**src/rtl/bmsce_magnitude_comparator.sv**
```systemverilog
// rtl/bmsce_magnitude_comparator.sv - registered 2-bit unsigned magnitude comparator
module bmsce_magnitude_comparator (
   input  logic       clk,
   input  logic       rst,
   input  logic       ena,
   input  logic [7:0] ui_in,
   output logic [7:0] uo_out,
   input  logic [7:0] uio_in,
   output logic [7:0] uio_out,
   output logic [7:0] uio_oe
);

   logic [1:0] a;
   logic [1:0] b;
   logic [2:0] flags_next;
   logic [2:0] flags_q;

   assign a = ui_in[1:0];
   assign b = ui_in[3:2];

   // Flag order is {lt, eq, gt}, so exactly one bit is set per compare.
   always_comb begin
      flags_next = 3'b000;
      if (a > b) begin
         flags_next = 3'b001;
      end else if (a == b) begin
         flags_next = 3'b010;
      end else begin
         flags_next = 3'b100;
      end
   end

   always_ff @(posedge clk) begin
      if (rst) begin
         flags_q <= 3'b000;
      end else if (!ena) begin
         flags_q <= 3'b000;
      end else begin
         flags_q <= flags_next;
      end
   end

   assign uo_out  = {5'b00000, flags_q};
   assign uio_out = 8'h00;
   assign uio_oe  = 8'h00;

   logic unused_ok;
   assign unused_ok = &{1'b0, ui_in[7:4], uio_in};

endmodule

```
**config.mk**
```make
export PLATFORM = sky130hd
export DESIGN_NAME = bmsce_magnitude_comparator
export DESIGN_NICKNAME = d
export VERILOG_FILES = /design/src/rtl/bmsce_magnitude_comparator.sv
export SDC_FILE = /design/constraint.sdc
export NUM_CORES = 1
export LEC_CHECK = 0
export ABC_AREA = 1
export CORE_AREA = 2 2 39 41
export CTS_BUF_LIST = sky130_fd_sc_hd__clkbuf_2
export DETAILED_ROUTE_END_ITERATION = 8
export DIE_AREA = 0 0 41 43
export GPL_ROUTABILITY_DRIVEN = 0
export GPL_TIMING_DRIVEN = 0
export PLACE_DENSITY = 0.78
export SYNTH_ARGS = -nofsm -noshare
export SYNTH_HDL_FRONTEND = slang
export SYNTH_SLANG_ARGS = --single-unit
```
**constraint.sdc**
```tcl
create_clock -name clk -period 1.75 [get_ports clk]
set_input_delay 0.2625 -clock clk [delete_from_list [all_inputs] [get_ports clk]]
set_output_delay 0.2625 -clock clk [all_outputs]
set_load 0.02 [all_outputs]
```
==> results.yml, run 1 <==
die:
  dieHeight_um: 43
  io_pins: 43
  dieArea_um2: 1760
  core_region_area_um2: 1380
  fp.dieW_um: 41
  start_util: 0.223
  std_cell_rows: 14
routing:
  vias: 256
  wl_per_cell_um: 6.12
  drt-total-wl_um: 551
  drc: 0
  dr.pass1.iters: 2
  drtIter0Drc: 1
  ant_nets: 0
  via_per_inst: 2.84
clock_network:
  path_clk_slew_ns: 0.04
  ctsResizeCount: 0
  cts_tree: "done"
  ctsHoldBuffers: 0
  htreeDepth: 1
  cts_sinks: 3
  cts_inserted_buffers: 3
  cts_buffer_depth: 2
  root_buffer: "clkbuf_2"
  cts_setup_buffers: 0
power_and_ir_drop:
  peakVddDrop_mv: 0.175
  p_int_mw: 0.189
  leakage_nw: 0.316
  seq_power_share: 0.251
  p_switching_mw: 0.101
  p_per_area_nw_per_um2: 564
  combPwrFrac: 0.421
  p_total_mw: 0.290
  p_sw_frac: 0.348
  power.share.clock: 0.328
finish:
  layout.area.seq_um2: 60.1
  fillers: 159
  drive_gt1_frac: 0.365
  fin_area_um2: 514
  utilization: 0.372
  diodes: 0
  multi_input_area_um2: 148
  area_delta_synth_final_pct: 66.4
  largest_reg_flops: 3
  regMostFlops: "flags_q"
  nets: 96
  largestRegisters: "flags_q (3)"
timing:
  finalCriticalPeriod_ns: 1.35
  finalHoldViolations: 0
  setup_tns_ns: 0
  rsz0062_at_grt: "false"
  setup_viol: 0
  fin_ws_ns: 0.397
  period_share: 0.773
  slew_violations: 0
  fmax_mhz: 739
flow_run:
  drv_cap: 0
grt:
  grt_max_degree: 4
  antenna_found_initial: 0
  grt_pass1_wl_um: 800
  grt_pass1_vias: 245
  overflow: 0
  grt_util_all_layers: 0.0721
placement:
  hpwl_um: 491
  placed_area_um2: 494
  port_buffers: 9
  post-place-ws_ns: 0.334
worst_setup_path:
  crit_chain: "clkdlybuf4s50_1"
  cp_num_cells: 1
  critPathKind: "register to output pin"
  crit_family: "buffers and inverters"
  crit_path_start_kind: "register"
  slowest_delay_ns: 0.59
  cp-end-kind: "output pin"
  cp.required_ns: 1.49
  critPathSlowestCell: "clkdlybuf4s50_1"
  arrival_ns: 1.09
  crit_path_max_fanout: 1
  crit_buf_inv: 1
  endpoint: "uo_out[0]"
  crit_start: "flags_q[0]"
hold_path:
  worstHoldPathCells: 3
  holdCritPathClass: "primary input to register"
yosys:
  yosys.area.top_type_share: 0.510
  avgSynthCellArea_um2: 7.54
  syn_area_um2: 309
  yosys_warnings: 0
  synth_top_area_cell: "buf_4"
  yosysMostFrequentCell: "buf_4"
  yosysSeqAreaShare: 0.194
  async_flop_share: 0
  ys.flop_type: "dfxtp_1"
  ys_seq_elements: 3
  synth_common_cells: "buf_4, inv_1, dfxtp_1, nand2_1, nor2_1"
  yosysUniqueCellTypes: 10
  syn_inst: 41
  synth-edff-count: 0
  netlist_top_cells_area: "buf_4, dfxtp_1, ha_1"
run_status:
  status: "completed"
power by group through the flow:
| stage | Sequential [mW] | Combinational, mW | Clock, mW |
|---|---|---|---|
| finish | 0.0728 | 0.122 | 0.0952 |
| floorplan | 0.0785 | 0.0922 | 0 |
| detailed placement | 0.0740 | 0.121 | 0 |
| global route | 0.0728 | 0.133 | 0.109 |
| global placement | 0.0739 | 0.119 | 0 |
| CTS | 0.0728 | 0.121 | 0.102 |
area by class of cell:
| type | count | area share |
|---|---|---|
| repair buffers | 9 | 0.175 |
| flip-flops and latches | 3 | 0.117 |
| well taps | 16 | 0.0389 |
| multi-input cells | 32 | 0.287 |
| inverters | 5 | 0.0365 |
| clock buffers | 4 | 0.0389 |
| plain buffers | 21 | 0.307 |
metrics by stage:
| stage | instances | hold WS (ns) |
|---|---|---|
| 6_report | 90 | 0.658 |
| 5_1_grt | 90 | 0.673 |
| 4_1_cts | 90 | 0.646 |
| 3_5_place_dp | 86 | 0.868 |
| 3_3_place_gp | 86 | 0.857 |
| 2_1_floorplan | 61 | 0.383 |
worst min-delay path, stage by stage:
cell and delay (ns):
clkdlybuf4s50_1 0.44, nand2_1 0.08, nor2_1 0.03
layer usage:
| layer | up-vias | track usage | share of wire |
|---|---|---|---|
| met3 | 0 | 0.0314 | 0.15 |
| met2 | 16 | 0.125 | 0.58 |
| li1 | 144 | - | - |
| met5 | - | 0 | 0 |
| met4 | 0 | 0.0800 | 0 |
| met1 | 96 | 0.0447 | 0.26 |
cells in the final DEF, fill, tap and decap left out, drive strengths merged:
master         Yosys  final
clkbuf             0      4
buf               21     21
dfxtp              3      3
nand2              4      4
a21oi              1      1
clkdlybuf4s50      0      9
conb               1     21
ha                 2      2
inv                5      5
nor2               3      3
nand3              1      1
how the worst min path moves through the flow:
stage          start         end  slack [ns]
6_report         ena  flags_q[1]        0.66
2_1_floorplan    ena  flags_q[1]        0.38
4_1_cts          ena  flags_q[1]        0.65
5_1_grt          ena  flags_q[1]        0.67
3_5_place_dp     ena  flags_q[1]        0.87
3_3_place_gp     ena  flags_q[1]        0.86
kinds of logic (layout without fill, tap and decap cells):
| family | count (synthesis) | in the layout | share of synthesized area |
|---|---|---|---|
| DFF | 3 | 3 | 0.194 |
| and+or+nand+nor | 8 | 8 | 0.126 |
| other | 1 | 21 | 0.0121 |
| buffers and inverters | 26 | 39 | 0.571 |
| AOI/OAI and AO/OA | 1 | 1 | 0.0162 |
| adders and majority gates | 2 | 2 | 0.0810 |
(Power assumes the default switching activity.)
==> inputs of run 2 (changes only) <==
Settings changed: CORE_AREA 2 2 39 41 to unset, CORE_MARGIN set to 2, CORE_UTILIZATION set to 22, DIE_AREA 0 0 41 43 to unset, PLACE_DENSITY 0.78 to 0.77.
Clock period 1.75 ns to 1.2 ns, I/O delays scaled along.
==> results.yml, run 2 (synthesized netlist as in run 1, its figures left out) <==
clock_network:
  cts_sinks: 3
  cts_inserted_buffers: 3
  path_clk_slew_ns: 0.04
  cts_tree: "done"
  cts_setup_buffers: 0
  cts_buffer_depth: 2
  htreeDepth: 1
  root_buffer: "clkbuf_2"
placement:
  post-place-ws_ns: -0.102
  placed_area_um2: 493
  dp.cells: 85
  port_buffers: 9
  hpwl_um: 477
timing:
  hold-worst-slack_ns: 0.574
  finalCriticalPeriod_ns: 1.11
  finalHoldViolations: 0
  setup_viol: 0
  slew_violations: 0
  rsz0062_at_grt: "false"
  fin_ws_ns: 0.0949
  fmax_mhz: 905
  period_share: 0.921
grt:
  grt_pass1_wl_um: 862
  grt_util_met3: 0.0522
  overflow: 0
  busiest_layer: "met2"
  antenna_found_initial: 0
  grt_util_all_layers: 0.0699
  grt_pass1_vias: 228
  grtUsageMet1: 0.0577
  grt_max_degree: 4
  met2_usage: 0.109
finish:
  final_cell_mix: "buf_4, conb_1, clkdlybuf4s50_1"
  nets: 96
  regMostFlops: "flags_q"
  area_delta_synth_final_pct: 64.8
  fillers: 149
  fin_area_um2: 509
  drive_gt1_frac: 0.365
  diodes: 0
  final_cells: 89
  largest_reg_flops: 3
  largestRegisters: "flags_q (3)"
routing:
  vias: 255
  drtIter0Drc: 0
  drt-total-wl_um: 535
  drc: 0
  wl_per_cell_um: 6.01
  dr.pass1.iters: 1
  ant_nets: 0
  via_per_inst: 2.87
die:
  dieHeight_um: 41.5
  core_region_area_um2: 1300
  io_pins: 43
  fp.dieW_um: 41.5
  std_cell_rows: 13
  start_util: 0.237
  dieArea_um2: 1720
worst_setup_path:
  arrival_ns: 1.24
  slowest_delay_ns: 0.45
  crit_chain: "clkdlybuf4s50_1 > inv_1 > ha_1 > nand2_2 > nand3_2 > nor2_1"
  crit_start: "ui_in[3]"
  cp.required_ns: 1.33
  crit_buf_inv: 2
  cp-end-kind: "register"
  critPathSlowestCell: "clkdlybuf4s50_1"
  crit_path_start_kind: "primary input"
  crit_family: "buffers and inverters"
  crit_path_max_fanout: 3
  critPathKind: "primary input to register"
power_and_ir_drop:
  leakage_nw: 0.329
  combPwrFrac: 0.417
  p_total_mw: 0.418
  p_per_area_nw_per_um2: 820
  peakVddDrop_mv: 0.208
  p_sw_frac: 0.348
  p_switching_mw: 0.145
  seq_power_share: 0.254
  p_int_mw: 0.272
  power.share.clock: 0.329
hold_path:
  holdCritPathClass: "primary input to register"
  min_from: "ena"
flow_run:
  drv_cap: 0
run_status:
  status: "completed"
-- run 2: routing by layer --
layer / vias up / wire [um] / share of wire
li1: 146 / - / -
met1: 91 / 192 / 0.36
met2: 18 / 273 / 0.51
met3: 0 / 68 / 0.13
met4: 0 / 0 / 0
met5: - / 0 / 0
-- run 2: worst paths after layout --
kind | cells past startpoint | end
hold / removal | 3 | flags_q[1]
setup / recovery | 6 | flags_q[0]
-- run 2: tightest hold or removal path: stages --
cell             delay [ns]
clkdlybuf4s50_1        0.43
nand2_1                0.08
nor2_1                 0.03
-- run 2: power by group through the flow --
stage / Combinational [mW] / Clock (mW) / Sequential (mW)
after CTS: 0.172 / 0.146 / 0.106
final: 0.174 / 0.138 / 0.106
after floorplan: 0.134 / 0 / 0.115
after global routing: 0.189 / 0.155 / 0.106
after detailed placement: 0.175 / 0 / 0.108
after global placement: 0.173 / 0 / 0.108
-- run 2: area by class of cell --
class	instances	area (um2)	area share
clock buffers	4	20.0	0.0393
plain buffers	21	158	0.310
repair buffers	9	86.3	0.170
flip-flops and latches	3	60.1	0.118
well taps	15	18.8	0.0369
inverters	5	18.8	0.0369
multi-input cells	32	148	0.290
-- run 2: through the flow --
stage,TNS (ns),utilization
5_1_grt,0,0.391
3_5_place_dp,-0.219,0.379
6_report,0,0.391
4_1_cts,0,0.391
2_1_floorplan,0,-
3_3_place_gp,-0.192,0.379
-- run 2: repair_timing --
| item | in CTS | in global routing |
|---|---|---|
| hold buffers | 0 | 0 |
| resized for setup | 3 | 0 |
| setup endpoints to repair | 3 | 0 |
==> patch 1, RTL diff (config.mk and constraints of run 2) <==
Reset style: asynchronous (`rst`), changed in one clocked block.
--- a/src/rtl/bmsce_magnitude_comparator.sv
+++ b/src/rtl/bmsce_magnitude_comparator.sv
@@ -32,3 +32,3 @@
 
-   always_ff @(posedge clk) begin
+   always_ff @(posedge clk or posedge rst) begin
       if (rst) begin
Check against the original RTL: differs if rst is asserted again (counterexample within 4 cycles, from zero or initial values and one cycle with rst high); with rst held inactive, the same outputs for 10 cycles.
==> patch 1 against run 2 <==
Setup slack improved by 12 ps; sequential share of layout area increased by 2.6 points; sequential cell count unchanged; cell area increased by 2.7%; die area increased by 4.0%; total power increased by 3.8%; synthesized area increased by 4.5%; wire length increased by 6.2%; largest power group unchanged.
==> patch 1: results (changes against run 2) <==
PLACE.DETAILED.HPWL_UM=511.8  # was 476.5 µm
CRIT_ARRIVAL_PS=1220  # was 1240 ps
STATUS='completed'  # unchanged
MIN-DELAY-PATH-CLASS='in2async'  # was in2reg
DRTPASS1ITERATIONS=2  # was 1
TOTAL_LEAKAGE_POWER_uW=0.0003449  # was 0.0003290 µW
PLACEMENT.CELL_AREA_UM2=506.7  # was 493.0 µm²
SYNTH-ASYNC-RESET-RATIO=1.000  # was 0
SYNTH-COMPOUND-AREA-SHARE=0.02713  # was 0.01619
DRT_ITER0_DRC=1  # was 0
PRE_CTS_WS_PS=-108.6  # was -101.8 ps
TRACK_USAGE=0.07319  # was 0.06989
NNETSFINAL=95  # was 96
SYNTH.AVG_CELL_AREA_UM2=8.070  # was 7.538 µm²
POWER.IR.VDD_WORST_V=0.0002988  # was 0.0002080 V
POST_SYNTHESIS_SEQUENTIAL_AREA_RATIO=0.2326  # was 0.1943
POST_DRT_VIA_CELL_RATIO=2.875  # was 2.865
CRITPATHMAXFANOUT=2  # was 3
YOSYS-TOP-CELLS-AREA='sky130_fd_sc_hd__buf_4 (49%), sky130_fd_sc_hd__dfrtp_1 (23%), sky130_fd_sc_hd__ha_1 (7.8%)'  # was sky130_fd_sc_hd__buf_4 (51%), sky130_fd_sc_hd__dfxtp_1 (19%), sky130_fd_sc_hd__ha_1 (8.1%)
POST_CTS_RESIZE_COUNT=3  # unchanged
FILLERS=154  # was 149
POST_SYNTH_FA_HA_MAJ_AREA_FRACTION=0.07752  # was 0.08097
ROUTED_WL_UM=568  # was 535 µm
YOSYS-TOP-CELLS-COUNT='sky130_fd_sc_hd__buf_4 (21), sky130_fd_sc_hd__inv_1 (6), sky130_fd_sc_hd__dfrtp_1 (3)'  # was sky130_fd_sc_hd__buf_4 (21), sky130_fd_sc_hd__inv_1 (5), sky130_fd_sc_hd__dfxtp_1 (3), sky130_fd_sc_hd__nand2_1 (3), sky130_fd_sc_hd__nor2_1 (3)
LARGEST_REGISTERS='flags_q: 3 flops'  # unchanged
PORTBUFFERS=9  # unchanged
NUMPLACEDINSTANCES=84  # was 85
FINAL_LAYOUT_SIZE_SUFFIX_GT1_FRAC=0.3973  # was 0.3649
STDCELL_COUNT=88  # was 89
VIAS_IN_THE_FIRST_GLOBAL_ROUTE=240  # was 228
POST_SYNTH_NUM_CELL_TYPES=10  # unchanged
CRITICAL-PATH-SLOWEST-CELL='sky130_fd_sc_hd__clkdlybuf4s50_1'  # unchanged
GRT_FIRST_PASS_WIRELENGTH_UM=917  # was 862 µm
SYNTH_TOP_FLOP_CELL='sky130_fd_sc_hd__dfrtp_1'  # was sky130_fd_sc_hd__dfxtp_1
-- patch 1: area by class of cell --
| class | instances | area [µm²] | area share |
|---|---|---|---|
| multi-input cells | 30 | 142.6 | 0.2727 |
| well taps | 15 | 18.77 | 0.03589 |
| flip-flops and latches | 3 | 75.07 | 0.1435 |
| clock buffers | 4 | 20.02 | 0.03828 |
| inverters | 6 | 22.52 | 0.04306 |
| repair buffers | 9 | 86.33 | 0.1651 |
| plain buffers | 21 | 157.7 | 0.3014 |
-- patch 1: final timing paths --
kind	endpoint	slack, ps	startpoint	cells after the start
max in group asynchronous	flags_q[0]	920	rst	2
min	flags_q[2]	150	rst	2
max	flags_q[0]	110	ui_in[0]	6
min in group clk	flags_q[1]	570	ena	3
-- patch 1: metrics by stage --
stage	power, µW	setup TNS, ps
floorplan	261.1	0
global placement	299.7	-153.3
detailed placement	303.0	-228.2
CTS	435.5	0
global route	465.8	0
finish	433.4	0
-- patch 1: cells by family after synthesis --
| family | count (synthesis) |
|---|---|
| AOI/OAI and AO/OA | 1 |
| adders and majority gates | 2 |
| buffers and inverters | 27 |
| DFF | 3 |
| other | 1 |
| and+or+nand+nor | 6 |
-- patch 1: layer usage --
| layer | part of all wire | vias to the layer above | global-route usage | routed length, µm |
|---|---|---|---|---|
| met5 | 0 | - | 0 | 0 |
| met4 | 0 | 0 | 0.05625 | 0 |
| met3 | 0.14 | 0 | 0.04310 | 78 |
| met2 | 0.49 | 19 | 0.1200 | 281 |
| met1 | 0.37 | 94 | 0.06460 | 208 |
| li1 | - | 140 | - | - |
-- patch 1: report_power, final --
part | internal, µW | switching [µW] | leakage [µW] | total, µW
logic | 82.4 | 105 | 0.000289 | 187
clock network | 87.9 | 47.8 | 0.0000166 | 136
registers | 109 | 1.28 | 0.0000398 | 111
-- patch 1: worst max-delay path: cells and delay by family --
kind	cells	cell delay [ps]
fa+ha+maj	1	290
simple gates	2	160
compound gates	1	100
buf+inv	2	490
==> patch 2, RTL diff (config.mk and constraints of run 2) <==
Made on the original files. Register the input `ui_in` before use, without a reset. The logic sees it one clock later. The other inputs are not delayed to match.
--- a/src/rtl/bmsce_magnitude_comparator.sv
+++ b/src/rtl/bmsce_magnitude_comparator.sv
@@ -12,2 +12,8 @@
 
+   logic [7:0] ui_q;
+
+   always_ff @(posedge clk) begin
+      ui_q <= ui_in;
+   end
+
    logic [1:0] a;
@@ -17,4 +23,4 @@
 
-   assign a = ui_in[1:0];
-   assign b = ui_in[3:2];
+   assign a = ui_q[1:0];
+   assign b = ui_q[3:2];
 
@@ -47,3 +53,3 @@
    logic unused_ok;
-   assign unused_ok = &{1'b0, ui_in[7:4], uio_in};
+   assign unused_ok = &{1'b0, ui_q[7:4], uio_in};
 
Formal check against the unedited RTL: not equivalent (a bounded check fails within 4 cycles, from zero or initial values).
==> patch 2 against run 2 <==
Total power grew 41%; core utilization shrank 4.1 points; sequential cell count grew 4; sequential power grew 130%; setup slack gained 59 ps; synthesized cell count grew 9.8%; cell area grew 16%; wire length shrank 8.6%; synthesized area grew 26%; critical path type is now reg2out; largest cell class unchanged.
==> patch 2: results (changes against run 2) <==
NNETSFINAL=100  # was 96
SWSHARE=0.3014  # was 0.3483
FILLERS=178  # was 149
WORST_PATH_LARGEST_CELL_DELAY_PS=330  # was 450 ps
POWER.IR.VDD_WORST_V=0.0006495  # was 0.0002080 V
LARGEST_REGISTERS='ui_q: 4 flops, flags_q: 3 flops'  # was flags_q: 3 flops
GRT_FIRST_PASS_WIRELENGTH_UM=586  # was 862 µm
TOTAL_LEAKAGE_POWER_uW=0.0003627  # was 0.0003290 µW
FINAL_LAYOUT_SIZE_SUFFIX_GT1_FRAC=0.3462  # was 0.3649
POST_SYNTHESIS_SEQUENTIAL_AREA_RATIO=0.3601  # was 0.1943
VIAS_IN_THE_FIRST_GLOBAL_ROUTE=167  # was 228
TIMING.CRITICAL_PATH.FROM='flags_q[2]'  # was ui_in[3]
POST_DRT_VIA_CELL_RATIO=2.853  # was 2.865
CRITICAL-PATH-SLOWEST-CELL='sky130_fd_sc_hd__dlygate4sd2_1'  # was sky130_fd_sc_hd__clkdlybuf4s50_1
PRE_CTS_WS_PS=134.1  # was -101.8 ps
SYNTH-COMPOUND-AREA-SHARE=0.01286  # was 0.01619
MAXIMUM_NUMBER_OF_PINS_ON_ONE_NET_BEFORE_GLOBAL_ROUTE_REPAIR=5  # was 4
TRACK_USAGE=0.04655  # was 0.06989
PLACEMENT.CELL_AREA_UM2=575.6  # was 493.0 µm²
SYNTH.YOSYS.WARNINGS=0  # unchanged
DETAIL_ROUTE.WL_PER_CELL_UM=5.147  # was 6.011 µm
FINAL.SETUP_SKEW_PS=10.50
DRT_ITER0_DRC=2  # was 0
CLK_PIN_SLEW_PS=70  # was 40 ps
YOSYS-TOP-CELLS-COUNT='sky130_fd_sc_hd__buf_4 (21), sky130_fd_sc_hd__dfxtp_1 (7), sky130_fd_sc_hd__inv_1 (5), sky130_fd_sc_hd__nand2_1 (3), sky130_fd_sc_hd__nor2_1 (3)'  # was sky130_fd_sc_hd__buf_4 (21), sky130_fd_sc_hd__inv_1 (5), sky130_fd_sc_hd__dfxtp_1 (3), sky130_fd_sc_hd__nand2_1 (3), sky130_fd_sc_hd__nor2_1 (3)
CRIT_ARRIVAL_PS=870  # was 1240 ps
MAX_CLOCK_FREQ_MHz=955.5  # was 904.9 MHz
POST_SYNTH_FA_HA_MAJ_AREA_FRACTION=0.06431  # was 0.08097
CRITPATHMAXFANOUT=1  # was 3
YOSYS-TOP-CELLS-AREA='sky130_fd_sc_hd__buf_4 (41%), sky130_fd_sc_hd__dfxtp_1 (36%), sky130_fd_sc_hd__ha_1 (6.4%)'  # was sky130_fd_sc_hd__buf_4 (51%), sky130_fd_sc_hd__dfxtp_1 (19%), sky130_fd_sc_hd__ha_1 (8.1%)
DRTPASS1ITERATIONS=2  # was 1
GRT_ANTENNA_BEFORE_REPAIR=0  # unchanged
PLACE.DETAILED.HPWL_UM=428.4  # was 476.5 µm
STATUS='completed'  # unchanged
CRIT_END='uo_out[2]'  # was flags_q[0]
## patch 2: cell types whose count changed in the layout (fill, tap and decap cells not counted)
cell                             run 2  this run
sky130_fd_sc_hd__dfxtp_1             3         7
## patch 2: through the flow
step	hold WS, ps	total power (µW)	std cells
finish	400.1	589.3	95
global route	367.5	626.8	95
global placement	593.7	424.3	91
detailed placement	613.8	426.2	91
floorplan	207.7	393.3	65
CTS	387.7	593.3	95
## patch 2: cell type report
class | instances | area [µm²] | area share
Tap cell | 17 | 21.27 | 0.03594
Inverter | 5 | 18.77 | 0.03171
Clock buffer | 4 | 20.02 | 0.03383
Sequential cell | 7 | 140.1 | 0.2368
Timing Repair Buffer | 9 | 86.33 | 0.1459
Multi-Input combinational cell | 32 | 147.6 | 0.2495
Buffer | 21 | 157.7 | 0.2664
## patch 2: power by group through the flow
stage	clock, µW	combinational (µW)	sequential [µW]
finish	170	172	247
global route	193	185	248
global placement	0	172	253
floorplan	0	134	259
CTS	176	170	248
detailed placement	0	173	253
## patch 2: how the worst min path moves through the flow
stage	startpoint	end	slack [ps]	cells past startpoint
after floorplan	ui_in[0]	ui_q[0]	210	0
after global placement	ui_q[1]	flags_q[0]	590	3
after detailed placement	ui_q[1]	flags_q[0]	610	3
after CTS	ui_in[0]	ui_q[0]	390	1
after global routing	ui_in[0]	ui_q[0]	370	1
final	ui_in[1]	ui_q[1]	400	1
## patch 2: what timing repair did
item | 4_1_cts | 5_1_grt
hold buffers | 0 | 0
buffers inserted | 0 | 0
setup endpoints to repair | 3 | 0
gates resized for setup | 3 | 0
## patch 2: routing by layer
layer	share of wire	GRT usage	vias to the layer above
li1	-	-	158
met1	0.36	0.02375	86
met2	0.32	0.06944	27
met3	0.31	0.07843	0
met4	0	0.01714	0
met5	0	0	-
## patch 2: kinds of logic (layout without fill, tap and decap cells)
| kind of cell | after synthesis | in the layout |
|---|---|---|
| flops | 7 | 7 |
| buf+inv | 26 | 39 |
| simple gates | 8 | 8 |
| other cells | 1 | 21 |
| fa+ha+maj | 2 | 2 |
| compound gates | 1 | 1 |
## patch 2: worst register-to-register path, cell delays in order (launching register included)
cell and delay (ps):
sky130_fd_sc_hd__dfxtp_1 310, sky130_fd_sc_hd__inv_1 40, sky130_fd_sc_hd__ha_1 300, sky130_fd_sc_hd__a21oi_1 160, sky130_fd_sc_hd__nor2_1 50
